--- config.mk ---
export PLATFORM = sky130hd
export DESIGN_NAME = instr_fetch
export DESIGN_NICKNAME = d
export VERILOG_FILES = /design/src/rtl/instr_fetch_pkg.sv /design/src/rtl/fetch_buffer.sv /design/src/rtl/instr_fetch.sv
export SDC_FILE = /design/constraint.sdc
export NUM_CORES = 1
export LEC_CHECK = 0
export ABC_AREA = 1
export ABC_CLOCK_PERIOD_IN_PS = 6200
export BUFFER_PORTS_ARGS = -buffer_cell sky130_fd_sc_hd__buf_2
export CAP_MARGIN = 20
export CORE_ASPECT_RATIO = 1.4
export CORE_UTILIZATION = 60
export CTS_CLUSTER_SIZE = 20
export DETAILED_ROUTE_END_ITERATION = 8
export GPL_TIMING_DRIVEN = 0
export PLACE_DENSITY = 0.82
export SLEW_MARGIN = 0
export SYNTH_ARGS = -nofsm -noshare
export SYNTH_HDL_FRONTEND = slang
export SYNTH_SLANG_ARGS = --single-unit
--- constraint.sdc ---
create_clock -name clk -period 6.2 [get_ports clk]
set_clock_uncertainty 0.1 [all_clocks]
set_input_delay 0.31 -clock clk [delete_from_list [all_inputs] [get_ports clk]]
set_output_delay 0.31 -clock clk [all_outputs]
set_load 0.02 [all_outputs]
--- src/rtl/instr_fetch_pkg.sv ---
// ============================================================================
// instr_fetch_pkg : shared constants, FSM encodings and entry type for fetch
// Rev 1.0
// ============================================================================
`default_nettype none

package instr_fetch_pkg;

  localparam logic [31:0] NOP_INSTR        = 32'h0000_0013;
  localparam logic [31:0] RESET_PC_DEFAULT = 32'h0000_0000;

  localparam logic [1:0] ST_BOOT  = 2'd0;
  localparam logic [1:0] ST_RUN   = 2'd1;
  localparam logic [1:0] ST_DRAIN = 2'd2;

  typedef struct packed {
    logic [31:0] pc;
    logic [31:0] instr;
  } fetch_entry_t;

  function automatic logic [31:0] word_align(input logic [31:0] addr);
    return {addr[31:2], 2'b00};
  endfunction

endpackage

`default_nettype wire

--- src/rtl/fetch_buffer.sv ---
// ============================================================================
// fetch_buffer : DEPTH-entry FIFO of {pc, instr}, flushable, push+pop at full
// Rev 1.0
// ============================================================================
`default_nettype none

module fetch_buffer
  import instr_fetch_pkg::*;
#(
  parameter int DEPTH = 2,
  parameter int CNT_W = $clog2(DEPTH + 1)
) (
  input  logic               clk,
  input  logic               rst_n,
  input  logic               flush,
  input  logic               push,
  input  fetch_entry_t       push_entry,
  input  logic               pop,
  output logic               empty,
  output logic [CNT_W-1:0]   count,
  output fetch_entry_t       head
);

  localparam int PTR_W = (DEPTH > 1) ? $clog2(DEPTH) : 1;
  localparam logic [PTR_W-1:0] LAST_PTR = PTR_W'(DEPTH - 1);

  fetch_entry_t          mem_q [DEPTH];
  fetch_entry_t          mem_d [DEPTH];
  logic [PTR_W-1:0]      wr_ptr_q, wr_ptr_d;
  logic [PTR_W-1:0]      rd_ptr_q, rd_ptr_d;
  logic [CNT_W-1:0]      count_q, count_d;

  function automatic logic [PTR_W-1:0] ptr_inc(input logic [PTR_W-1:0] p);
    return (p == LAST_PTR) ? '0 : p + 1'b1;
  endfunction

  always_comb begin
    mem_d    = mem_q;
    wr_ptr_d = wr_ptr_q;
    rd_ptr_d = rd_ptr_q;
    count_d  = count_q;
    if (flush) begin
      wr_ptr_d = '0;
      rd_ptr_d = '0;
      count_d  = '0;
    end else begin
      // When full, wr_ptr == rd_ptr: the popped head is read this cycle before the write lands.
      if (push) begin
        mem_d[wr_ptr_q] = push_entry;
        wr_ptr_d        = ptr_inc(wr_ptr_q);
      end
      if (pop) begin
        rd_ptr_d = ptr_inc(rd_ptr_q);
      end
      case ({push, pop})
        2'b10:   count_d = count_q + 1'b1;
        2'b01:   count_d = count_q - 1'b1;
        default: count_d = count_q;
      endcase
    end
  end

  always_ff @(posedge clk or negedge rst_n) begin
    if (!rst_n) begin
      wr_ptr_q <= '0;
      rd_ptr_q <= '0;
      count_q  <= '0;
      for (int i = 0; i < DEPTH; i++) begin
        mem_q[i] <= '0;
      end
    end else begin
      wr_ptr_q <= wr_ptr_d;
      rd_ptr_q <= rd_ptr_d;
      count_q  <= count_d;
      mem_q    <= mem_d;
    end
  end

  assign empty = (count_q == '0);
  assign count = count_q;
  assign head  = mem_q[rd_ptr_q];

endmodule

`default_nettype wire

--- src/rtl/instr_fetch.sv ---
// ============================================================================
// instr_fetch : credit-limited instruction fetch with redirect and stale drain
// Rev 1.0
// ============================================================================
`default_nettype none

module instr_fetch
  import instr_fetch_pkg::*;
#(
  parameter logic [31:0] RESET_PC = RESET_PC_DEFAULT,
  parameter int          DEPTH    = 2
) (
  input  logic        clk,
  input  logic        rst_n,
  output logic        imem_req,
  output logic [31:0] imem_addr,
  input  logic        imem_gnt,
  input  logic        imem_rvalid,
  input  logic [31:0] imem_rdata,
  input  logic        redirect,
  input  logic [31:0] redirect_pc,
  output logic        instr_valid,
  input  logic        instr_ready,
  output logic [31:0] instr,
  output logic [31:0] instr_pc,
  output logic [6:0]  opcode
);

  localparam int CNT_W = $clog2(DEPTH + 1);
  localparam logic [31:0] RESET_PC_W = {RESET_PC[31:2], 2'b00};

  logic [1:0]       state_q, state_d;
  logic [31:0]      pc_q, pc_d;
  logic [31:0]      rsp_pc_q, rsp_pc_d;
  logic [CNT_W-1:0] outstanding_q, outstanding_d;
  logic [CNT_W-1:0] stale_q, stale_d;

  logic             grant;
  logic             rsp_live;
  logic             rsp_stale;
  logic             buf_pop;
  logic             buf_empty;
  logic [CNT_W-1:0] buf_count;
  logic [CNT_W:0]   in_flight;
  fetch_entry_t     buf_head;
  fetch_entry_t     push_entry;

  always_comb begin
    in_flight = {1'b0, outstanding_q} + {1'b0, buf_count};
    imem_req  = (state_q == ST_RUN) && (in_flight < (CNT_W + 1)'(DEPTH)) && !redirect;
    grant     = imem_req && imem_gnt;
    // Responses are stale whenever any pre-redirect request is still owed.
    rsp_live  = imem_rvalid && !redirect && (stale_q == '0);
    rsp_stale = imem_rvalid && !redirect && (stale_q != '0);
  end

  always_comb begin
    outstanding_d = outstanding_q;
    stale_d       = stale_q;
    pc_d          = pc_q;
    rsp_pc_d      = rsp_pc_q;
    state_d       = state_q;
    if (redirect) begin
      outstanding_d = '0;
      stale_d       = stale_q + outstanding_q - CNT_W'(imem_rvalid);
      pc_d          = word_align(redirect_pc);
      rsp_pc_d      = word_align(redirect_pc);
      state_d       = (stale_d != '0) ? ST_DRAIN : ST_RUN;
    end else begin
      case ({grant, rsp_live})
        2'b10:   outstanding_d = outstanding_q + 1'b1;
        2'b01:   outstanding_d = outstanding_q - 1'b1;
        default: outstanding_d = outstanding_q;
      endcase
      if (rsp_stale) begin
        stale_d = stale_q - 1'b1;
      end
      if (grant) begin
        pc_d = pc_q + 32'd4;
      end
      if (rsp_live) begin
        rsp_pc_d = rsp_pc_q + 32'd4;
      end
      case (state_q)
        ST_BOOT:  state_d = ST_RUN;
        ST_RUN:   state_d = ST_RUN;
        ST_DRAIN: state_d = (stale_d == '0) ? ST_RUN : ST_DRAIN;
        default:  state_d = ST_BOOT;
      endcase
    end
  end

  always_ff @(posedge clk or negedge rst_n) begin
    if (!rst_n) begin
      state_q       <= ST_BOOT;
      pc_q          <= RESET_PC_W;
      rsp_pc_q      <= RESET_PC_W;
      outstanding_q <= '0;
      stale_q       <= '0;
    end else begin
      state_q       <= state_d;
      pc_q          <= pc_d;
      rsp_pc_q      <= rsp_pc_d;
      outstanding_q <= outstanding_d;
      stale_q       <= stale_d;
    end
  end

  assign push_entry = '{pc: rsp_pc_q, instr: imem_rdata};
  assign buf_pop    = instr_valid && instr_ready;

  fetch_buffer #(
    .DEPTH (DEPTH),
    .CNT_W (CNT_W)
  ) u_fetch_buffer (
    .clk        (clk),
    .rst_n      (rst_n),
    .flush      (redirect),
    .push       (rsp_live),
    .push_entry (push_entry),
    .pop        (buf_pop),
    .empty      (buf_empty),
    .count      (buf_count),
    .head       (buf_head)
  );

  assign imem_addr   = pc_q;
  assign instr_valid = !buf_empty && !redirect;
  // With nothing buffered, instr_pc shows the address the next live word will carry.
  assign instr       = buf_empty ? NOP_INSTR : buf_head.instr;
  assign instr_pc    = buf_empty ? rsp_pc_q  : buf_head.pc;
  assign opcode      = instr[6:0];

endmodule

`default_nettype wire
Yosys cells after proc, flatten, opt, wreduce, memory -nomap -nowiden --
Index checks and enable logic that the tools add are counted.
Word-level totals: flip-flop bits (word level) 202, latch bits 0, bits in writable memories 0, ROM bits 0, input port bits 70, logic and storage cells 90, memories kept 0
Operators by class: $add $sub $neg 12, multipliers 0, div/mod/pow operators 0, $lt $le $gt $ge 4, equal/unequal tests 6, shift-type cells 0, mux-type cells 29, bitwise gates (word level) 3, reduce and logical (&&, ||, !) cells 24
Operator list (number):
- $mux 64 | 4
- $mux 32 | 6
- $bwmux 128 | 1
- $add 32x3->32 const B | 2
- $demux 64 s1 | 1
- $mux 2 | 8
- $pmux 2 s2 | 3
- $reduce_bool 2->1 | 5
- $logic_and 1x1->1 | 9
- $logic_not 2->1 | 4
- $eq 2x1->1 const B | 3
- $eq 2x2->1 const B | 3
- $mux 1 | 6
- $reduce_bool 3->1 | 2
- $sub 2x1->2 const B | 3
- $add 2x1->2 const B | 2
- $ge 2x2->1 const B | 2
- $not 1->2 | 2
- $add 2x2->3 | 1
- $lt 3x2->1 const B | 1
- $add 1x1->1 const B | 2
- $add 2x2->2 | 1
- $logic_not 1->1 | 2
- $lt 2x1->1 const B | 1
- 4 further kinds | 4

Logic depth before layout (Yosys ltp) --
Gate-level depths: netlist (run 1).
depth in word-level cells 9, gate-level depth with buffers 13, depth with buffers taken out 12

Hierarchy --
From an unflattened synthesis (run 1), not the netlist that was laid out.
Unflattened totals: cells, all modules 1454, area total of the unflattened synthesis 11518.5 um2
Modules (own cells, without submodules):
- fetch_buffer | times used 1, cells each 577, area each 6103.4 um2, sequential area each 3303.2 um2
- instr_fetch | times used 1, cells each 877, area each 5415.2 um2, sequential area each 1651.6 um2

Worst setup path after synthesis (run 1) --
No wires, ideal clock.
path kind register -> register, from register outstanding_q[0], to register pc_q[20] (netlist: imem_addr[20]), setup time 0.124 ns, data arrival time 1.868 ns, data required time 5.976 ns, path slack 4.108 ns, cell stages (with the launch flop) 14, path buffers 1, cells stage by stage dfrtp_1 nand2_1 inv_1 fa_1 nor2_1 nand2_1 nor2_4 nand2_4 nand2_2 inv_2 buf_6 nand2_1 nand2_1 o21bai_1
On the way: word-level cells in the longest chain between the ends 6
Ends and longest elaborated chain:
- start: declaration | RTL line instr_fetch.sv:35 | logic [CNT_W-1:0] outstanding_q, outstanding_d;
- start signal: assignment | RTL line instr_fetch.sv:104 | outstanding_q <= outstanding_d;
- $add 2x2->3 | RTL line instr_fetch.sv:49 | in_flight = {1'b0, outstanding_q} + {1'b0, buf_count};
- $lt 3x2->1 | RTL line instr_fetch.sv:50 | imem_req = (state_q == ST_RUN) && (in_flight < (CNT_W + 1)'(DEPTH)) && !redirect;
- $logic_and 1x1->1 (2 in a row) | RTL line instr_fetch.sv:50
- named net imem_req | RTL line instr_fetch.sv:15 | output logic imem_req,
- $logic_and 1x1->1 | RTL line instr_fetch.sv:51 | grant = imem_req && imem_gnt;
- $reduce_bool 2->1 (no line)
- end signal: assignment | RTL line instr_fetch.sv:102 | pc_q <= pc_d;
- end: declaration | RTL line instr_fetch.sv:33 | logic [31:0] pc_q, pc_d;
The timed path passes the listed nets, and every way through them passes these cells. A chain may end at the register's enable or synchronous reset.

Worst setup path after layout (run 1) --
from register u_fetch_buffer.rd_ptr_q, to output port opcode[2]
On the way: word-level cells in the longest chain between the ends 5
Ends and longest elaborated chain:
- start: declaration | RTL line fetch_buffer.sv:30 | logic [PTR_W-1:0] rd_ptr_q, rd_ptr_d;
- start signal: assignment | RTL line fetch_buffer.sv:73 | rd_ptr_q <= rd_ptr_d;
- $not 1->2 (not written as such) | RTL line fetch_buffer.sv:81 | assign head = mem_q[rd_ptr_q];
- $mux 64 (not written as such) (3 in a row) | RTL line fetch_buffer.sv:81
- $mux 32 | RTL line instr_fetch.sv:130 | assign instr = buf_empty ? NOP_INSTR : buf_head.instr;
- end: declaration | RTL line instr_fetch.sv:26 | output logic [6:0] opcode
Every way passes these cells. The select of a mux whose other input is x is not followed.

==> impl_results.md, run 1 <==
- Finished Layout Cells: 1830
- Sequential share of the synthesized area: 0.4593
- DR DRC count: 0
- Final critical-path required period: 2.813 ns
- Leakage power: 0.006244 uW
- CTS tree: done
- Clock latency on the worst-skew pair: 0.45 ns
- Final net count: 1658
- Grt ovf: 0
- Final setup viols: 0
- Total Routing Usage GR: 0.3408
- Synth Area per Inst: 7.599 um^2
- Average wire per standard cell: 16.39 um
- DRT iter0 DRCs: 799
- Global-route wire length before repair: 47870 um
- Max cap viols: 0
- Initial antenna violation count: 0
- Die X: 114.2 um
- Die area: 18160 um^2
- DR pass1 iterations: 5
- Via count: 10.21k
- Synth cell count leaders: 487 x nand2_1, 194 x dfrtp_1, 120 x inv_1
- P per Cell Area: 448.8 nW/um^2
- Top cells by area, synth: dfrtp_1 46%, nand2_1 17%, o21ai_1 5.2%, inv_1 4.3%, a21oi_1 3.3%
- Initial Util: 0.6099
- Rows: 57
- Core ar.: 17330 um^2
- Vias in the first global route: 9760
- Crit share post-route: 0.4538
- Hold Crit Class: input pin to register
- Final Hold Fails: 0
- Clk slew on worst S/H paths: 0.08 ns
- CP required: 5.79 ns
- Synth top area share: 0.4593
- Critical-path maximum fanout: 10
- I/O Buffers: 167
- Top FF cell, synth: dfrtp_1
- Num ports: 175
- Max-slew violation count: 0
- Seq cells post-synth: 194
- Post-Syn Area: 10570 um^2
- Final core occ: 0.7116
- CP delay by family, top: buffers and inverters
- Setup bufs post-CTS: 0
- Most frequent CP cell: clkbuf_1
- Most frequent cell after synthesis: nand2_1
- CP endpoint kind: output port
- Antenna fix cells: 0
- Area leader, netlist: dfrtp_1
- Crit-path cells: clkbuf_1 -> inv_2 -> clkbuf_1 -> nand2_1 -> a21oi_1 -> buf_4 -> buf_2
- Max VDD drop: 0.0001812 V
- WL final: 30000 um
- Root buffer cell: clkbuf_16
- Cells after Synth: 1391
- Distinct cells, synth: 41
- Crit-path slowest cell: clkbuf_1
- CP Launch Type: register
- Max Clock Freq: 355.4 MHz
- DP HPWL: 22290 um
- Slew @ Worst Pin: 0.6736 ns
- Async SR Flop Fraction: 1.000
- CP max stage delay: 0.46 ns
- CTS Sinks: 194
- Ys Warns: 0
- Largest net degree at the start of global routing: 121
- Worst setup path class: register to output port
- H-tree Lvls: 4
- Status: complete, no violations
- CTS buffer count: 17
- Die H: 159.0 um
- Vias per inst: 5.581
- Placed cell count: 1798
- Worst Path Buf+Inv: 5
- Routability congestion estimate: 1.006
- ANT nets after route: 0
- Post-synth EDFFs: 0
- RSZ-0062 raised after global routing: false
- Area growth, synth to finish: 16.68%
- Max Root-Sink Buffers: 2
- Worst slew margin relative to its limit: 0.5509
- Setup TNS: 0 ns
- Layout cell share with drive strength beyond 1: 0.1757
- Worst Path Arrival: 2.40 ns
## worst reg2reg max path, delay by kind of cell, from the launching register on
family / cells / cell delay (ns)
AOI/OAI and AO/OA: 2 / 0.26
adders and majority gates: 1 / 0.43
buffers and inverters: 2 / 0.32
DFF: 1 / 0.44
and+or+nand+nor: 6 / 0.68
## cell usage in the layout (no fill, tap or decap), types with 3 or more instances in the layout
cell type | Yosys | layout
clkbuf_1 | 27 | 27
nor2_1 | 74 | 74
inv_1 | 120 | 120
o211ai_1 | 13 | 13
nand2_1 | 487 | 487
nand3_1 | 61 | 61
o21bai_1 | 7 | 7
a22oi_1 | 30 | 30
nand4_1 | 12 | 12
a21oi_1 | 69 | 69
o21ai_1 | 109 | 109
clkinv_8 | 0 | 3
nor2_4 | 4 | 4
nand3b_1 | 4 | 4
dfrtp_1 | 194 | 194
inv_8 | 0 | 3
a31oi_1 | 4 | 4
nand2_2 | 4 | 4
inv_2 | 4 | 4
buf_6 | 15 | 15
o221ai_1 | 3 | 3
buf_4 | 11 | 11
xor2_1 | 19 | 19
conb_1 | 1 | 4
nand2_4 | 4 | 4
o21ai_2 | 6 | 6
clkinvlp_4 | 0 | 4
xnor2_1 | 4 | 4
clkbuf_16 | 0 | 17
o21a_1 | 14 | 14
nor3_1 | 8 | 8
nor2_2 | 8 | 8
buf_1 | 8 | 8
ha_1 | 5 | 5
buf_2 | 15 | 181
o21ai_0 | 35 | 35
## area by class of cell
| cell class | count | area (um^2) |
|---|---|---|
| flip-flops and latches | 194 | 4855 |
| well taps | 236 | 295.3 |
| clock buffers | 17 | 425.4 |
| fillers | 1465 | 4997 |
| multi-input cells | 999 | 4797 |
| inverters | 125 | 471.7 |
| plain buffers | 76 | 457.9 |
| clock inverters | 14 | 147.6 |
| repair buffers | 169 | 883.3 |
## state kept, by name, indices dropped and copies added (netlist names)
name                     flops
imem_addr                   30
outstanding_q                2
rsp_pc_q                    30
stale_q                      2
state_q                      2
u_fetch_buffer.count         2
u_fetch_buffer.mem_q       124
u_fetch_buffer.rd_ptr_q      1
u_fetch_buffer.wr_ptr_q      1
## routing by layer
metal	vias up	part of all wire	track usage	wire length (um)
met4	0	0.051	0.1930	1536
met1	4815	0.39	0.4067	11770
met2	441	0.50	0.5860	15020
met3	89	0.056	0.04606	1671
li1	4869	-	-	-
met5	-	0	0	0
## report_power, final
group | switching, uW | internal [uW] | leakage, uW | total [uW]
clock network | 542 | 532 | 0.000266 | 1070
logic | 1590 | 835 | 0.00353 | 2430
registers | 312 | 1720 | 0.00245 | 2030
total | 2450 | 3090 | 0.00624 | 5540
## path summary, 6_finish.rpt
path	from	end	slack, ns	cells past startpoint
min in group asynchronous	rst_n	u_fetch_buffer.mem_q[94]	0.31	2
max	u_fetch_buffer.rd_ptr_q	opcode[2]	3.39	7
min	imem_rdata[30]	u_fetch_buffer.mem_q[94]	0.01	3
max reg2reg	outstanding_q[0]	imem_addr[26]	3.87	11
max in group asynchronous	rst_n	u_fetch_buffer.mem_q[113]	4.67	3
min reg2reg	u_fetch_buffer.mem_q[107]	u_fetch_buffer.mem_q[107]	0.39	2
## per-stage QoR
step	instance area (um^2)	hold slack [ns]	setup slack [ns]	power (uW)
floorplan	10580	-0.08559	4.108	3664
global placement	11710	0.3640	1.514	4381
detailed placement	11750	0.2320	3.849	4451
CTS	12330	0.008033	3.361	5533
global route	12330	0.02670	3.212	5890
finish	12330	0.01399	3.387	5536
## what timing repair did
action                                 CTS  global route
endpoints found under the hold margin   74             0
hold buffers                             1             0
resized for setup                        0             0
## logic make-up after synthesis
kind of cell             count (synthesis)  share of synthesized area
AO/OA/AOI/OAI                          291                     0.1568
XOR/XNOR                                23                    0.01906
adder cells (fa/ha/maj)                  6                   0.007813
buffers and inverters                  201                    0.08795
flip-flops                             194                     0.4593
other                                    1                  0.0003548
AND/OR/NAND/NOR                        675                     0.2687
No activity file was read; power rests on OpenSTA's default activity.
==> run 2, diff against run 1 <==
Settings changed: ABC_CLOCK_PERIOD_IN_PS 6200 to 2700, CORE_UTILIZATION 60 to 57, PLACE_DENSITY 0.82 to 0.79.
Clock period 6.2 ns to 2.7 ns, I/O delays scaled along.
==> impl_results.md, run 2 (same netlist as run 1, synthesis figures left out) <==
- Status: complete, no violations
- Num ports: 175
- Hold Crit Class: input pin to register
- Final critical-path required period: 2.539 ns
- Die area: 19100 um^2
- Hold slack: 0.02142 ns
- Post-route cell area: 13050 um^2
- CTS buffer count: 17
- Max cap viols: 0
- Worst setup path class: register to output port
- Finished Layout Cells: 1898
- DP Area: 11760 um^2
- Die X: 117.1 um
- P per Cell Area: 1010 nW/um^2
- # fillers: 1450
- Gr busiest metal: met2
- Top reg by flops: u_fetch_buffer.mem_q
- Met3 Use GR: 0.05714
- Crit-path slowest cell: dfrtp_1
- Vias per inst: 5.488
- Crit share post-route: 0.9404
- Vias in the first global route: 10.24k
- Crit-path cells: inv_2 -> clkbuf_1 -> nand2_1 -> nand3_1 -> buf_4 -> buf_2
- Final Hold Fails: 0
- Max VDD drop: 0.0004685 V
- CP required: 2.47 ns
- CTS Sinks: 194
- CTS tree: done
- Via count: 10.42k
- I/O Buffers: 167
- Worst Path Buf+Inv: 4
- Total Routing Usage GR: 0.3456
- ANT nets after route: 0
- Final net count: 1721
- Root buffer cell: clkbuf_16
- Grt ovf: 0
- Number of flip-flops in the largest register: 124
- CP Launch Type: register
- Met2 Usage GRT: 0.6052
- Final setup viols: 0
- CP max stage delay: 0.58 ns
- Setup WS post-layout: 0.1610 ns
- Worst slew margin relative to its limit: 0.5433
- Area growth, synth to finish: 23.44%
- Global-route wire length before repair: 50160 um
- Critical-path maximum fanout: 10
- Core ar.: 18070 um^2
- M1 GR Usage: 0.3938
- Placed cell count: 1802
- Initial antenna violation count: 0
- H-tree Lvls: 4
- Commonest non-fill, non-tap cell in the layout: nand2_1
- Average wire per standard cell: 16.58 um
- WL final: 31480 um
- Sw Ratio: 0.4326
- DR DRC count: 0
- Largest net degree at the start of global routing: 121
- Pint: 7476 uW
- Clk slew on worst S/H paths: 0.07 ns
- Leakage power: 0.006564 uW
- Max Clock Freq: 393.9 MHz
- Routability congestion estimate: 1.052
- Antenna fix cells: 0
- Die H: 163.1 um
- Flop pwr share: 0.357
- CP endpoint kind: output port
- CP delay by family, top: buffers and inverters
- Layout cell share with drive strength beyond 1: 0.1713
- Slew @ Worst Pin: 0.6850 ns
- Rows: 58
- Switching power: 5700 uW
- Clock latency on the worst-skew pair: 0.44 ns
- Max-slew violation count: 0
- Comb power frac: 0.433
- Final core occ: 0.7221
- Setup bufs post-CTS: 0
- Pre-CTS setup slack: 0.4039 ns
- RSZ-0062 raised after global routing: false
- DP HPWL: 22420 um
- DR pass1 iterations: 5
- DRT iter0 DRCs: 914
- Initial Util: 0.5850
- Worst Path Arrival: 2.30 ns
- Max Root-Sink Buffers: 2
- Clk pwr share: 0.210
- Most frequent cells in the layout: 487 x nand2_1, 194 x dfrtp_1, 181 x buf_2
==> run 2: changes by cell type in the layout (fill, tap and decap cells not counted) <==
cell,previous run,this run
clkinvlp_4,4,1
clkbuf_1,27,24
dlygate4sd3_1,1,65
bufinv_16,0,3
inv_6,2,4
clkinv_8,3,1
clkbuf_2,0,3
buf_1,8,7
clkbuf_8,0,2
inv_8,3,2
==> run 2: per-layer routing <==
| layer | share of wire | wire (um) |
|---|---|---|
| met1 | 0.38 | 11980 |
| met2 | 0.51 | 15900 |
| met3 | 0.061 | 1921 |
| met4 | 0.053 | 1674 |
| met5 | 0 | 0 |
==> run 2: cell type report <==
type / instances / area (um^2) / area share
well taps: 240 / 300.3 / 0.02301
plain buffers: 75 / 457.9 / 0.03510
multi-input cells: 999 / 4797 / 0.3677
clock buffers: 19 / 452.9 / 0.03471
inverters: 125 / 471.7 / 0.03615
flip-flops and latches: 194 / 4855 / 0.3721
clock inverters: 13 / 188.9 / 0.01448
repair buffers: 233 / 1524 / 0.1168
==> run 2: worst min-delay path, cell delays in order <==
cell and delay [ns]:
buf_2 0.09, nor3b_2 0.17, nand2_1 0.06, o21ai_0 0.06
==> run 2: through the flow <==
stage / power [uW] / TNS [ns]
global route: 14030 / 0
finish: 13180 / 0
detailed placement: 10260 / 0
CTS: 13130 / 0
floorplan: 8414 / 0
global placement: 10090 / -356.30
==> run 2: path summary, 6_finish.rpt <==
| path | startpoint | end | slack (ns) | cells after the start |
|---|---|---|---|---|
| worst min register to register | u_fetch_buffer.mem_q[113] | u_fetch_buffer.mem_q[113] | 0.39 | 2 |
| worst max-delay path | u_fetch_buffer.rd_ptr_q | opcode[0] | 0.16 | 6 |
| max in group asynchronous | rst_n | rsp_pc_q[25] | 1.37 | 3 |
| min in group asynchronous | rst_n | u_fetch_buffer.mem_q[79] | 0.15 | 2 |
| worst max register to register | outstanding_q[0] | imem_addr[26] | 0.38 | 11 |
| worst min-delay path | instr_ready | u_fetch_buffer.rd_ptr_q | 0.02 | 4 |
==> run 2: timing repair <==
item,in CTS,in global routing
pin swaps,0,0
gates resized for setup,1,3
cloned,0,0
setup endpoints to repair,4,10
hold buffers,65,0
endpoints found under the hold margin,198,0
==> run 2: power groups by stage <==
stage | logic [uW] | clock network (uW) | registers (uW)
after global routing | 6330 | 2900 | 4810
after global placement | 5450 | 0 | 4640
after CTS | 5670 | 2780 | 4670
final | 5710 | 2770 | 4700
after detailed placement | 5570 | 0 | 4690
after floorplan | 3790 | 0 | 4630
==> run 3, diff against run 2 <==
Settings changed: ABC_AREA 1 to 0, CORE_UTILIZATION 57 to 58, CTS_BUF_LIST from default to sky130_fd_sc_hd__clkbuf_8, PLACE_DENSITY 0.79 to 0.8.
==> impl_results.md, run 3 <==
- Status: complete, but fails checks
- Failing checks: DRC
- Die H: 155.6 um
- DP Area: 10920 um^2
- Clock latency on the worst-skew pair: 0.46 ns
- Synth Area per Inst: 10.95 um^2
- Vias per inst: 5.809
- Max VDD drop: 0.0004335 V
- DR pass1 iterations: 8
- Max cap viols: 0
- Setup WS post-layout: 0.04421 ns
- Post-synthesis mux area share: 0.2153
- Largest net degree at the start of global routing: 126
- Top reg by flops: u_fetch_buffer.mem_q
- I/O Buffers: 168
- Via count: 7924
- Root buffer cell: clkbuf_8
- Rows: 55
- Hold Crit Class: input pin to register
- Num ports: 175
- DR DRC count: 16
- Seq cells post-synth: 194
- Final net count: 1229
- Synth top area share: 0.4964
- Final critical-path required period: 2.656 ns
- Async SR Flop Fraction: 1.000
- CTS Sinks: 194
- Initial antenna violation count: 0
- Setup TNS: 0 ns
- Main combinational cell family by area after synthesis: multiplexers
- Xor/xnor share of the synthesized area: 0.03672
- Final Power: 9807 uW
- Synth Area in Compound Gates: 0.07165
- Slew @ Worst Pin: 0.7409 ns
- Finished Layout Cells: 1364
- Average wire per standard cell: 17.56 um
- Die area: 17390 um^2
- Core ar.: 16310 um^2
- Grt ovf: 0
- Max-slew violation count: 0
- CTS buffer count: 17
- Antenna fix cells: 0
- DP HPWL: 16550 um
- Clk slew on worst S/H paths: 0.11 ns
- Max Root-Sink Buffers: 2
- Vias in the first global route: 7890
- ANT nets after route: 0
- Total Routing Usage GR: 0.2807
- Post-route cell area: 12020 um^2
- Most frequent cell after synthesis: dfrtp_1
- Top FF cell, synth: dfrtp_1
- CP required: 2.96 ns
- Post-Syn Area: 9779 um^2
- Worst Path Arrival: 2.91 ns
- Die X: 111.7 um
- Critical-path maximum fanout: 6
- DRT iter0 DRCs: 462
- Sequential share of the synthesized area: 0.4964
- WL final: 23950 um
- Synth Area in Adders: 0.008444
- Leakage power: 0.005493 uW
- Crit share post-route: 0.9836
- Pre-CTS setup slack: -0.3242 ns
- Synth cell count leaders: 194 x dfrtp_1, 131 x mux2_2, 87 x nand2_1
- CP endpoint kind: register
- Commonest non-fill, non-tap cell in the layout: dfrtp_1
- Final Hold Fails: 0
- # fillers: 1153
- Ys Warns: 0
- Most frequent cells in the layout: 194 x dfrtp_1, 190 x buf_2, 131 x mux2_2
- CTS tree: done
- Area growth, synth to finish: 22.94%
- Placed cell count: 1264
- Cells after Synth: 893
- Max Clock Freq: 376.5 MHz
- Worst slew margin relative to its limit: 0.5060
- Final setup viols: 0
- Synth Area in Simple Gates: 0.1338
- Routability congestion estimate: 0.9663
- Post-synth EDFFs: 0
- H-tree Lvls: 4
- P per Cell Area: 815.7 nW/um^2
- Worst setup path class: register to register
- Distinct cells, synth: 55
- Initial Util: 0.5996
- Number of flip-flops in the largest register: 124
- Layout cell share with drive strength beyond 1: 0.3451
- CP Launch Type: register
- Area leader, netlist: dfrtp_1
- Global-route wire length before repair: 38430 um
- Top cells by area, synth: dfrtp_1 50%, mux2_2 15%, mux2i_1 6.4%, o21ai_0 3.5%, nand2_1 3.3%
run 3: path summary, 6_finish.rpt:
path | start | endpoint | slack, ns | cells past startpoint
min | imem_rvalid | stale_q[0] | 0.10 | 4
max in group asynchronous | rst_n | rsp_pc_q[16] | 1.40 | 3
min in group asynchronous | rst_n | u_fetch_buffer.mem_q[28] | 0.11 | 2
max | u_fetch_buffer.count[0] | imem_addr[11] | 0.04 | 10
max reg2reg | u_fetch_buffer.count[0] | imem_addr[11] | 0.04 | 10
min reg2reg | u_fetch_buffer.mem_q[49] | u_fetch_buffer.mem_q[49] | 0.40 | 2
run 3: per-layer routing:
layer,wire length [um],global-route usage
met5,0,0
met4,708,0.1171
met3,1350,0.03963
met2,12320,0.5040
met1,9570,0.3373
run 3: logic make-up after synthesis:
kind of cell	Yosys count
flops	194
other cells	1
mux	194
simple gates	261
buf+inv	78
xor+xnor	41
compound gates	118
fa+ha+maj	6
run 3: report_power, final:
group | internal (uW) | switching [uW]
Sequential | 3920 | 640
Combinational | 1720 | 1780
Clock | 664 | 1080
run 3: final cells by class:
| type | instances | area, um^2 | area share |
|---|---|---|---|
| Buffer | 64 | 336.6 | 0.02799 |
| Clock buffer | 17 | 234.0 | 0.01946 |
| Clock inverter | 14 | 125.1 | 0.01041 |
| Inverter | 14 | 52.55 | 0.004371 |
| Multi-Input combinational cell | 624 | 4614 | 0.3838 |
| Sequential cell | 194 | 4855 | 0.4038 |
| Tap cell | 199 | 249.0 | 0.02071 |
| Timing Repair Buffer | 238 | 1556 | 0.1295 |
run 3: repair_timing:
| item | in CTS | in global routing |
|---|---|---|
| hold endpoints to repair | 194 | 0 |
| setup buffers | 1 | 3 |
| resized for setup | 12 | 21 |
| pin swaps | 1 | 3 |
| gates cloned | 0 | 1 |
| hold buffers | 64 | 0 |
| endpoints found under the setup margin | 36 | 23 |
run 3: metrics by stage:
stage	util	hold WS (ns)
after detailed placement	0.6694	0.03195
after global routing	0.7372	0.1233
after global placement	0.6671	0.2810
after floorplan	-	-0.2606
final	0.7372	0.1041
after CTS	0.7335	0.07441
run 3: critical path, stage by stage, from the launching register on:
cell,delay (ns)
dfrtp_1,0.44
and2_4,0.19
fa_2,0.51
nor4b_4,0.28
buf_4,0.19
and2_4,0.15
buf_6,0.13
nor2_2,0.07
clkbuf_4,0.22
o21ai_0,0.18
nand3_1,0.09
